`config.mk`:
```
export PLATFORM = sky130hd
export DESIGN_NAME = fp_operand_unpack_pipe
export DESIGN_NICKNAME = d
export VERILOG_FILES = /design/src/rtl/fp_operand_unpack_pipe.sv
export SDC_FILE = /design/constraint.sdc
export NUM_CORES = 1
export LEC_CHECK = 0
export ABC_CLOCK_PERIOD_IN_PS = 3440
export CAP_MARGIN = 20
export CORE_MARGIN = 5
export CORE_UTILIZATION = 45
export DETAILED_ROUTE_END_ITERATION = 10
export GPL_ROUTABILITY_DRIVEN = 0
export PLACE_DENSITY_LB_ADDON = 0.25
export SYNTH_ARGS = -nofsm -noshare
export SYNTH_HDL_FRONTEND = slang
export SYNTH_SLANG_ARGS = --single-unit
```
`constraint.sdc`:
```
create_clock -name clk -period 3.44 [get_ports clk]
set_input_delay 0.688 -clock clk [delete_from_list [all_inputs] [get_ports clk]]
set_output_delay 0.688 -clock clk [all_outputs]
set_load 0.03 [all_outputs]
```
`src/rtl/fp_operand_unpack_pipe.sv`:
```
// -----------------------------------------------------------------------------
// fp_operand_unpack_pipe
//
// Registered and handshaked IEEE754 operand decoder. It sits between the FPU
// issue stage and the sqrt/div datapaths. Each beat carries an operand pair
// (A, B) and an op code. Both operands are classified, and their sign,
// widened exponent and explicit-hidden-bit mantissa are registered. The
// format is chosen per beat by op[1]: 0 = narrow (single), 1 = wide (double).
//
// Optional feature (macro FP_UNPACK_DENORM_NORM_EN):
//   Undefined - denormals leave with exponent 1 and hidden bit 0.
//   Defined   - a beat that holds a denormal spends extra cycles in NORM.
//               Each cycle shifts every still-denormal mantissa left by one
//               and decrements its exponent, until the hidden-bit position
//               is 1. Beats without a denormal keep latency 1.
//
// Ports
//   clk, rst_n              rising-edge clock, async active-low reset
//   in_valid / in_ready     input handshake
//   in_op  [OP_BITS]        op code, carried through to out_op
//   in_a, in_b [W]          operands; narrow format uses bits [S_EXP_W+S_MAN_W:0]
//   out_valid / out_ready   output handshake
//   out_op [OP_BITS]        registered op code
//   out_sign_{a,b}          operand sign (1 = negative)
//   out_exp_{a,b} [XW]      two's-complement biased exponent
//   out_man_{a,b} [MW]      {hidden bit, mantissa}, zero-extended in narrow mode
//   out_flg_{a,b} [3]       000 denormal, 001 zero, 010 inf, 011 nan, 100 normal
// -----------------------------------------------------------------------------
module fp_operand_unpack_pipe #(
  parameter  int unsigned S_EXP_W = 8,
  parameter  int unsigned S_MAN_W = 23,
  parameter  int unsigned D_EXP_W = 11,
  parameter  int unsigned D_MAN_W = 52,
  parameter  int unsigned OP_BITS = 2,
  localparam int unsigned W       = 1 + D_EXP_W + D_MAN_W,
  localparam int unsigned XW      = D_EXP_W + 2,
  localparam int unsigned MW      = D_MAN_W + 1
) (
  input  logic               clk,
  input  logic               rst_n,
  input  logic               in_valid,
  output logic               in_ready,
  input  logic [OP_BITS-1:0] in_op,
  input  logic [W-1:0]       in_a,
  input  logic [W-1:0]       in_b,
  output logic               out_valid,
  input  logic               out_ready,
  output logic [OP_BITS-1:0] out_op,
  output logic               out_sign_a,
  output logic               out_sign_b,
  output logic [XW-1:0]      out_exp_a,
  output logic [XW-1:0]      out_exp_b,
  output logic [MW-1:0]      out_man_a,
  output logic [MW-1:0]      out_man_b,
  output logic [2:0]         out_flg_a,
  output logic [2:0]         out_flg_b
);

  localparam logic [2:0] FLG_DEN  = 3'b000;
  localparam logic [2:0] FLG_ZERO = 3'b001;
  localparam logic [2:0] FLG_INF  = 3'b010;
  localparam logic [2:0] FLG_NAN  = 3'b011;
  localparam logic [2:0] FLG_NORM = 3'b100;

  localparam logic [XW-1:0] X_ONE = {{(XW-1){1'b0}}, 1'b1};

  typedef struct packed {
    logic          sign;
    logic [XW-1:0] exp;
    logic [MW-1:0] man;
    logic [2:0]    flg;
  } dec_t;

`ifdef FP_UNPACK_DENORM_NORM_EN
  typedef enum logic [1:0] {ST_IDLE, ST_HOLD, ST_NORM} state_t;
`else
  typedef enum logic [1:0] {ST_IDLE, ST_HOLD} state_t;
`endif

  // Combinational decode of one operand. Narrow fields are zero-extended into
  // the wide field widths, so the classification below is shared.
  function automatic dec_t f_decode(input logic [W-1:0] v, input logic wide);
    dec_t               d;
    logic [D_EXP_W-1:0] e;
    logic [D_MAN_W-1:0] m;
    logic               e_zero;
    logic               e_ones;
    logic               m_zero;
    d = '0;
    if (wide) begin
      e      = v[D_MAN_W +: D_EXP_W];
      m      = v[D_MAN_W-1:0];
      d.sign = v[W-1];
      e_ones = &v[D_MAN_W +: D_EXP_W];
    end else begin
      e      = {{(D_EXP_W-S_EXP_W){1'b0}}, v[S_MAN_W +: S_EXP_W]};
      m      = {{(D_MAN_W-S_MAN_W){1'b0}}, v[S_MAN_W-1:0]};
      d.sign = v[S_EXP_W+S_MAN_W];
      e_ones = &v[S_MAN_W +: S_EXP_W];
    end
    e_zero = (e == '0);
    m_zero = (m == '0);
    // Hidden bit lands at D_MAN_W (wide) or S_MAN_W (narrow).
    if (wide) d.man = {~e_zero, m};
    else      d.man = {{(D_MAN_W-S_MAN_W){1'b0}}, ~e_zero, v[S_MAN_W-1:0]};
    d.exp = e_zero ? X_ONE : {{(XW-D_EXP_W){1'b0}}, e};
    if (e_zero && m_zero) begin
      d.flg = FLG_ZERO;
      d.exp = '0;
    end else if (e_ones && m_zero) begin
      d.flg = FLG_INF;
    end else if (e_ones) begin
      d.flg = FLG_NAN;
    end else if (e_zero) begin
      d.flg = FLG_DEN;
    end else begin
      d.flg = FLG_NORM;
    end
    return d;
  endfunction

  state_t             r_state;
  state_t             w_state_nxt;
  logic [OP_BITS-1:0] r_op;
  dec_t               r_a;
  dec_t               r_b;
  dec_t               w_dec_a;
  dec_t               w_dec_b;
  logic               w_accept;

  assign w_dec_a  = f_decode(in_a, in_op[1]);
  assign w_dec_b  = f_decode(in_b, in_op[1]);
  assign w_accept = in_valid & in_ready;

`ifdef FP_UNPACK_DENORM_NORM_EN
  logic w_fmt;
  logic w_hid_a;
  logic w_hid_b;
  logic w_pre_a;
  logic w_pre_b;
  logic w_shift_a;
  logic w_shift_b;
  logic w_norm_last;
  logic w_has_den;

  assign w_fmt     = r_op[1];
  assign w_hid_a   = w_fmt ? r_a.man[D_MAN_W]   : r_a.man[S_MAN_W];
  assign w_hid_b   = w_fmt ? r_b.man[D_MAN_W]   : r_b.man[S_MAN_W];
  assign w_pre_a   = w_fmt ? r_a.man[D_MAN_W-1] : r_a.man[S_MAN_W-1];
  assign w_pre_b   = w_fmt ? r_b.man[D_MAN_W-1] : r_b.man[S_MAN_W-1];
  // Only denormals shift. A zero has no set bit and must never be shifted.
  assign w_shift_a = (r_a.flg == FLG_DEN) & ~w_hid_a;
  assign w_shift_b = (r_b.flg == FLG_DEN) & ~w_hid_b;
  // This edge is the last one when every shifting operand will have its
  // hidden-bit position set after the shift.
  assign w_norm_last = (~w_shift_a | w_pre_a) & (~w_shift_b | w_pre_b);
  assign w_has_den   = (w_dec_a.flg == FLG_DEN) | (w_dec_b.flg == FLG_DEN);
`endif

  // State register
  always_ff @(posedge clk or negedge rst_n) begin
    if (!rst_n) r_state <= ST_IDLE;
    else        r_state <= w_state_nxt;
  end

  // Next-state logic
  always_comb begin
    w_state_nxt = r_state;
    case (r_state)
      ST_IDLE, ST_HOLD: begin
        if (w_accept) begin
`ifdef FP_UNPACK_DENORM_NORM_EN
          w_state_nxt = w_has_den ? ST_NORM : ST_HOLD;
`else
          w_state_nxt = ST_HOLD;
`endif
        end else if (r_state == ST_HOLD && out_ready) begin
          w_state_nxt = ST_IDLE;
        end
      end
`ifdef FP_UNPACK_DENORM_NORM_EN
      ST_NORM: begin
        if (w_norm_last) w_state_nxt = ST_HOLD;
      end
`endif
      default: w_state_nxt = ST_IDLE;
    endcase
  end

  // Handshake outputs
  always_comb begin
    out_valid = (r_state == ST_HOLD);
`ifdef FP_UNPACK_DENORM_NORM_EN
    in_ready  = rst_n & (r_state != ST_NORM) & (~out_valid | out_ready);
`else
    in_ready  = rst_n & (~out_valid | out_ready);
`endif
  end

  // Output data registers
  always_ff @(posedge clk or negedge rst_n) begin
    if (!rst_n) begin
      r_op <= '0;
      r_a  <= '0;
      r_b  <= '0;
    end else if (w_accept) begin
      r_op <= in_op;
      r_a  <= w_dec_a;
      r_b  <= w_dec_b;
    end
`ifdef FP_UNPACK_DENORM_NORM_EN
    else if (r_state == ST_NORM) begin
      if (w_shift_a) begin
        r_a.man <= {r_a.man[MW-2:0], 1'b0};
        r_a.exp <= r_a.exp - X_ONE;
      end
      if (w_shift_b) begin
        r_b.man <= {r_b.man[MW-2:0], 1'b0};
        r_b.exp <= r_b.exp - X_ONE;
      end
    end
`endif
  end

  assign out_op     = r_op;
  assign out_sign_a = r_a.sign;
  assign out_sign_b = r_b.sign;
  assign out_exp_a  = r_a.exp;
  assign out_exp_b  = r_b.exp;
  assign out_man_a  = r_a.man;
  assign out_man_b  = r_b.man;
  assign out_flg_a  = r_a.flg;
  assign out_flg_b  = r_b.flg;

endmodule
```
==> flow_summary.toml, run 1 <==
[outcome]
status = "completed"

[critical_path]
cp_max_fo = 3
r2r-end = "out_man_b[1]"
worstSetupStartpointType = "input port"
crit_family = "buffers and inverters"
r2r_setup_slack_ps = 1640
cpMostUsedCell = "clkdlybuf4s50_1"
arrival_ps = 2180
critPathSlowestCell = "clkdlybuf4s50_1"
critPathRequiredTime_ps = 2750
r2r_cells = 6
crit_chain = "clkdlybuf4s50_1, nand2b_1, and2_1, clkdlybuf4s50_1"
rr_startpoint = "r_state[0]"
crit_type = "in -> out"
slowest_delay_ps = 690
end_kind = "primary output"
path_buf_inv = 2

[placement]
dp_cells = 1089
numPortBuffers = 273
pre_cts_ws_ps = 574.5
place_hpwl_um = 13790

[synthesis]
synth_ff_type = "dfrtp_1"
avgSynthCellArea_um2 = 8.895
synth_cell_types = 37
synth_enable_flop_cells = 0
synth_area_um2 = 5959
synth_top_family_by_area = "simple AND/OR/NAND/NOR gates"
synthSimpleGateAreaFrac = 0.3088
yosysWarnings = 0
yosys.area_share.adder = 0
synth.area.top_cells = "dfrtp_1, nand2_1, nand3_1, mux2i_1, nor4_1"
synth_top_area_share = 0.5837
ys_ff_latch = 139
yosys.area.top_type = "dfrtp_1"
synth_most_common_cell = "nand2_1"
netlist_top_cells_count = "nand2_1, dfrtp_1, nand3_1"
synthXorXnorAreaFrac = 0
synth-compound-area-share = 0.04241
synthMuxAreaShare = 0.02876
yosysSeqAreaShare = 0.5837
synthCells = 670
async_flop_share = 1.000

[die]
rows = 42
die_x_um = 125.1
fp.dieH_um = 125.1
ios = 278
start_util = 0.4536
die_area_um2 = 15650
core_area_um2 = 13140

[detailed_routing]
drc = 0
ant_nets = 0
via_per_inst = 5.176
drtIter0Drc = 432
num_vias = 5802
wl_um = 19140
first_pass_iters = 5
wl_per_cell_um = 17.07

[cells_and_area]
stdcell_count = 1121
fillers = 988
drive_above_1_share = 0.04868
multi_input_area_um2 = 2292
antennaDiodeCount = 0
fin_nets = 1066
seq_area_um2 = 3478
area_growth_pct = 59.00

[hold_path]
timing.hold.worst_path_depth = 2
min_from = "out_man_b[27]"
min_to = "out_man_b[27]"
hold_class = "reg -> reg"

[clocking]
hold_buffers = 0
cts_tree = "built"
clk_pin_slew_ps = 60
postCtsSetupBuffers = 0
h-tree-depth = 4
cts_buffers = 17
clock_latency_ps = 410
cts.sinks = 139
cts_root_buffer = "clkbuf_16"
cts_buffer_depth = 2
ctsResizeCount = 0

[timing]
max_slew_margin = 0.3806
min_period_over_period = 0.8331
hold_violations = 0
clock.fmax_mhz = 348.9
setup_slack_ps = 574.2
fin_skew_ps = 4.132
slew_violations = 0
setup_viol = 0
fin_crit_ps = 2866
rsz0062_at_grt = "false"
tightest_slew_ps = 929.1
fin_tns_setup_ps = 0

[grt]
grt-ovfl-total = 0
grt_pass1_vias = 5742
grt_pass1_wl_um = 30220
grt_max_degree = 74
grtUsageTotal = 0.2405
grt_antenna_before_repair = 0

[power_and_ir_drop]
pwr_density_cell_nw_per_um2 = 586.9
ir_drop_uv = 364.2
power_leakage_nw = 4.419

[flow_run]
drv_cap = 0
how the worst max path moves through the flow:
stage / from / end / slack [ps] / depth (start not counted)
detailed placement: out_ready / in_ready / 570 / 4
global route: out_ready / in_ready / 530 / 4
CTS: out_ready / in_ready / 570 / 4
floorplan: out_ready / out_exp_a[10] / 1530 / 7
global placement: out_ready / in_ready / 600 / 4
finish: out_ready / in_ready / 570 / 4
flip-flops by register name (all words and copies together), names as in the netlist:
| signal | cells |
|---|---|
| out_exp_b | 11 |
| out_sign_b | 1 |
| out_sign_a | 1 |
| out_man_b | 53 |
| out_op | 2 |
| out_exp_a | 11 |
| out_man_a | 53 |
| out_flg_a | 3 |
| out_flg_b | 3 |
| r_state | 1 |
per-layer routing:
layer	track usage	part of all wire
met1	0.2834	0.40
met2	0.4160	0.51
met3	0.06610	0.069
met4	0.09885	0.029
met5	0	0
power breakdown:
part	internal (mW)	total (mW)	switching [mW]
Sequential	1.87	1.99	0.123
Combinational	0.652	1.57	0.917
Clock	1.34	2.00	0.653
worst min-delay path, cell delays in order, from the launching register on:
cell and delay (ps):
dfrtp_1 330, nand2_1 50, nand2_1 50
through the flow:
step                power, mW  area (µm²)  hold slack (ps)    util
global placement        3.572        8830            448.5  0.6721
floorplan               2.782        5971            392.4       -
CTS                     5.607        9475            466.5  0.7212
global route            5.773        9475            481.1  0.7212
detailed placement      3.596        8830            454.9  0.6721
finish                  5.561        9475            463.2  0.7212
placed cells by master, fill, tap and decap left out, types with 3 or more instances in the layout:
cell type / instances
nor2_1: 23
clkbuf_16: 17
nor4_1: 25
o21ai_0: 10
nand2_1: 278
conb_1: 4
nand4_1: 13
mux2i_1: 16
and3_1: 3
clkdlybuf4s50_1: 271
clkbuf_1: 5
nand3_1: 66
bufinv_16: 5
nor3_1: 6
a21oi_1: 19
clkbuf_8: 3
buf_4: 10
dfrtp_1: 139
cell type report:
cell class / count / area share
timing repair buffer: 284 / 0.2996
clock inverter: 7 / 0.01690
multi-input combinational: 490 / 0.2419
clock buffer: 25 / 0.05123
sequential: 139 / 0.3671
tap: 176 / 0.02324
logic make-up after synthesis:
kind of cell / after synthesis
compound gates: 42
flops: 139
mux: 17
buf+inv: 44
other cells: 1
simple gates: 427
Power figures use the tool's default switching activity.
==> run 2: changes to the inputs <==
- ABC_CLOCK_PERIOD_IN_PS: 3440 -> 2440
- CORE_UTILIZATION: 45 -> 37
- clock period: 3.44 -> 2.44 ns (I/O delays scaled with it)
==> run 2 against run 1 <==
Effect of this change:
- first-iteration DRC count down 37%
- clock-buffer cell count is 7 lower
- largest power group is now sequential cells
- clock power rose by 38%
- die area is 20% higher
==> flow_summary.toml, run 2 (synthesis results as in run 1) <==
[grt]
grt_max_degree = 140
grt_pass1_vias = 5548
grtUsageTotal = 0.2072
grt_antenna_before_repair = 0
grt-ovfl-total = 0
grt_pass1_wl_um = 30120

[power_and_ir_drop]
p_sw_mw = 2.490
clkPwrFrac = 0.354
pwr_density_cell_nw_per_um2 = 815.2
power_frac_seq = 0.361
ir_drop_uv = 453.2
internal-power_mw = 5.302
power_leakage_nw = 4.437
total_power_mw = 7.792
p_comb_frac = 0.285
sw_frac_of_total = 0.3196

[timing]
tightest_slew_ps = 795.0
max_slew_margin = 0.4700
rsz0062_at_grt = "false"
slew_violations = 0
min_period_over_period = 0.8174
fin_skew_ps = 7.310
fin_crit_ps = 1994
fin_tns_setup_ps = 0
hold_violations = 0
clock.fmax_mhz = 501.4
setup_viol = 0

[outcome]
status = "completed"

[detailed_routing]
num_vias = 5655
first_pass_iters = 5
drc = 0
drtIter0Drc = 271
via_per_inst = 4.858
wl_um = 19610
wl_per_cell_um = 16.85
ant_nets = 0

[cells_and_area]
fin_nets = 1069
stdcell_count = 1164
drive_above_1_share = 0.05802
layout_common_cells = "nand2_1, clkdlybuf4s50_1, dfrtp_1"
area_growth_pct = 60.38
antennaDiodeCount = 0
design_area_um2 = 9558
final_common_cell = "nand2_1"

[die]
fp.dieH_um = 136.9
die_area_um2 = 18740
ios = 278
core_area_um2 = 15830
rows = 46
start_util = 0.3765
die_x_um = 136.9

[clocking]
cts.sinks = 139
hold_buffers = 0
cts_root_buffer = "clkbuf_16"
h-tree-depth = 4
clk_pin_slew_ps = 60
cts_buffers = 17
postCtsSetupBuffers = 0
ctsResizeCount = 0
cts_buffer_depth = 2
cts_tree = "built"
clock_latency_ps = 420

[flow_run]
drv_cap = 0

[critical_path]
slowest_delay_ps = 710
critPathRequiredTime_ps = 1950
end_kind = "primary output"
crit_family = "buffers and inverters"
crit_type = "reg -> out"
path_buf_inv = 1
cp_max_fo = 2
arrival_ps = 1510
worstSetupStartpointType = "flop"
critPathSlowestCell = "clkdlybuf4s50_1"
crit_chain = "clkdlybuf4s50_1"

[placement]
numPortBuffers = 273
place_hpwl_um = 14380
dp_cells = 1132
place_area_um2 = 8925

[hold_path]
hold_class = "in -> async"
[run 2: path summary, 6_finish.rpt]
kind / startpoint / to / slack, ps / cells past startpoint
max: out_exp_b[7] / out_exp_b[7] / 450 / 1
min: rst_n / out_man_a[5] / 160 / 2
max reg2reg: r_state[0] / out_man_a[52] / 980 / 5
min reg2reg: out_man_b[39] / out_man_b[39] / 460 / 2
max in group asynchronous: rst_n / out_man_a[29] / 1660 / 2
min in group clk: out_man_b[39] / out_man_b[39] / 460 / 2
[run 2: per-layer routing]
metal | track usage | vias to the layer above | share of wire
met5 | 0 | - | 0
met4 | 0.09812 | 0 | 0.037
met3 | 0.05331 | 45 | 0.073
met2 | 0.3395 | 209 | 0.48
met1 | 0.2563 | 2634 | 0.41
li1 | - | 2767 | -
[run 2: power by group through the flow]
stage                     combinational (mW)  clock (mW)  sequential [mW]
after floorplan                        0.408           0             3.51
after global placement                  2.23           0             2.84
after detailed placement                2.24           0             2.85
after CTS                               2.25        2.81             2.81
after global routing                    2.36        2.92             2.85
final                                   2.22        2.76             2.81
[run 2: area by class of cell]
| type | instances | area [µm²] |
|---|---|---|
| timing repair buffer | 287 | 2884 |
| multi-input combinational | 490 | 2292 |
| fill | 1410 | 6270 |
| clock buffer | 18 | 439.2 |
| sequential | 139 | 3478 |
| tap | 216 | 270.3 |
| clock inverter | 14 | 193.9 |
[run 2: worst reg2reg max path, stage by stage, from the launching register on]
cell      delay [ps]
dfrtp_1          370
nand2b_1         110
and3_4           310
buf_12           290
nand2_1          150
o21ai_0          150
[run 2: metrics by stage]
| step | utilization | hold slack (ps) | setup slack [ps] |
|---|---|---|---|
| 2_1_floorplan | - | 192.4 | 712.7 |
| 5_1_grt | 0.6039 | 264.5 | 394.9 |
| 3_5_place_dp | 0.5639 | 455.3 | 40.06 |
| 6_report | 0.6039 | 161.2 | 445.6 |
| 4_1_cts | 0.6039 | 239.3 | 422.0 |
| 3_3_place_gp | 0.5639 | 448.2 | 55.64 |
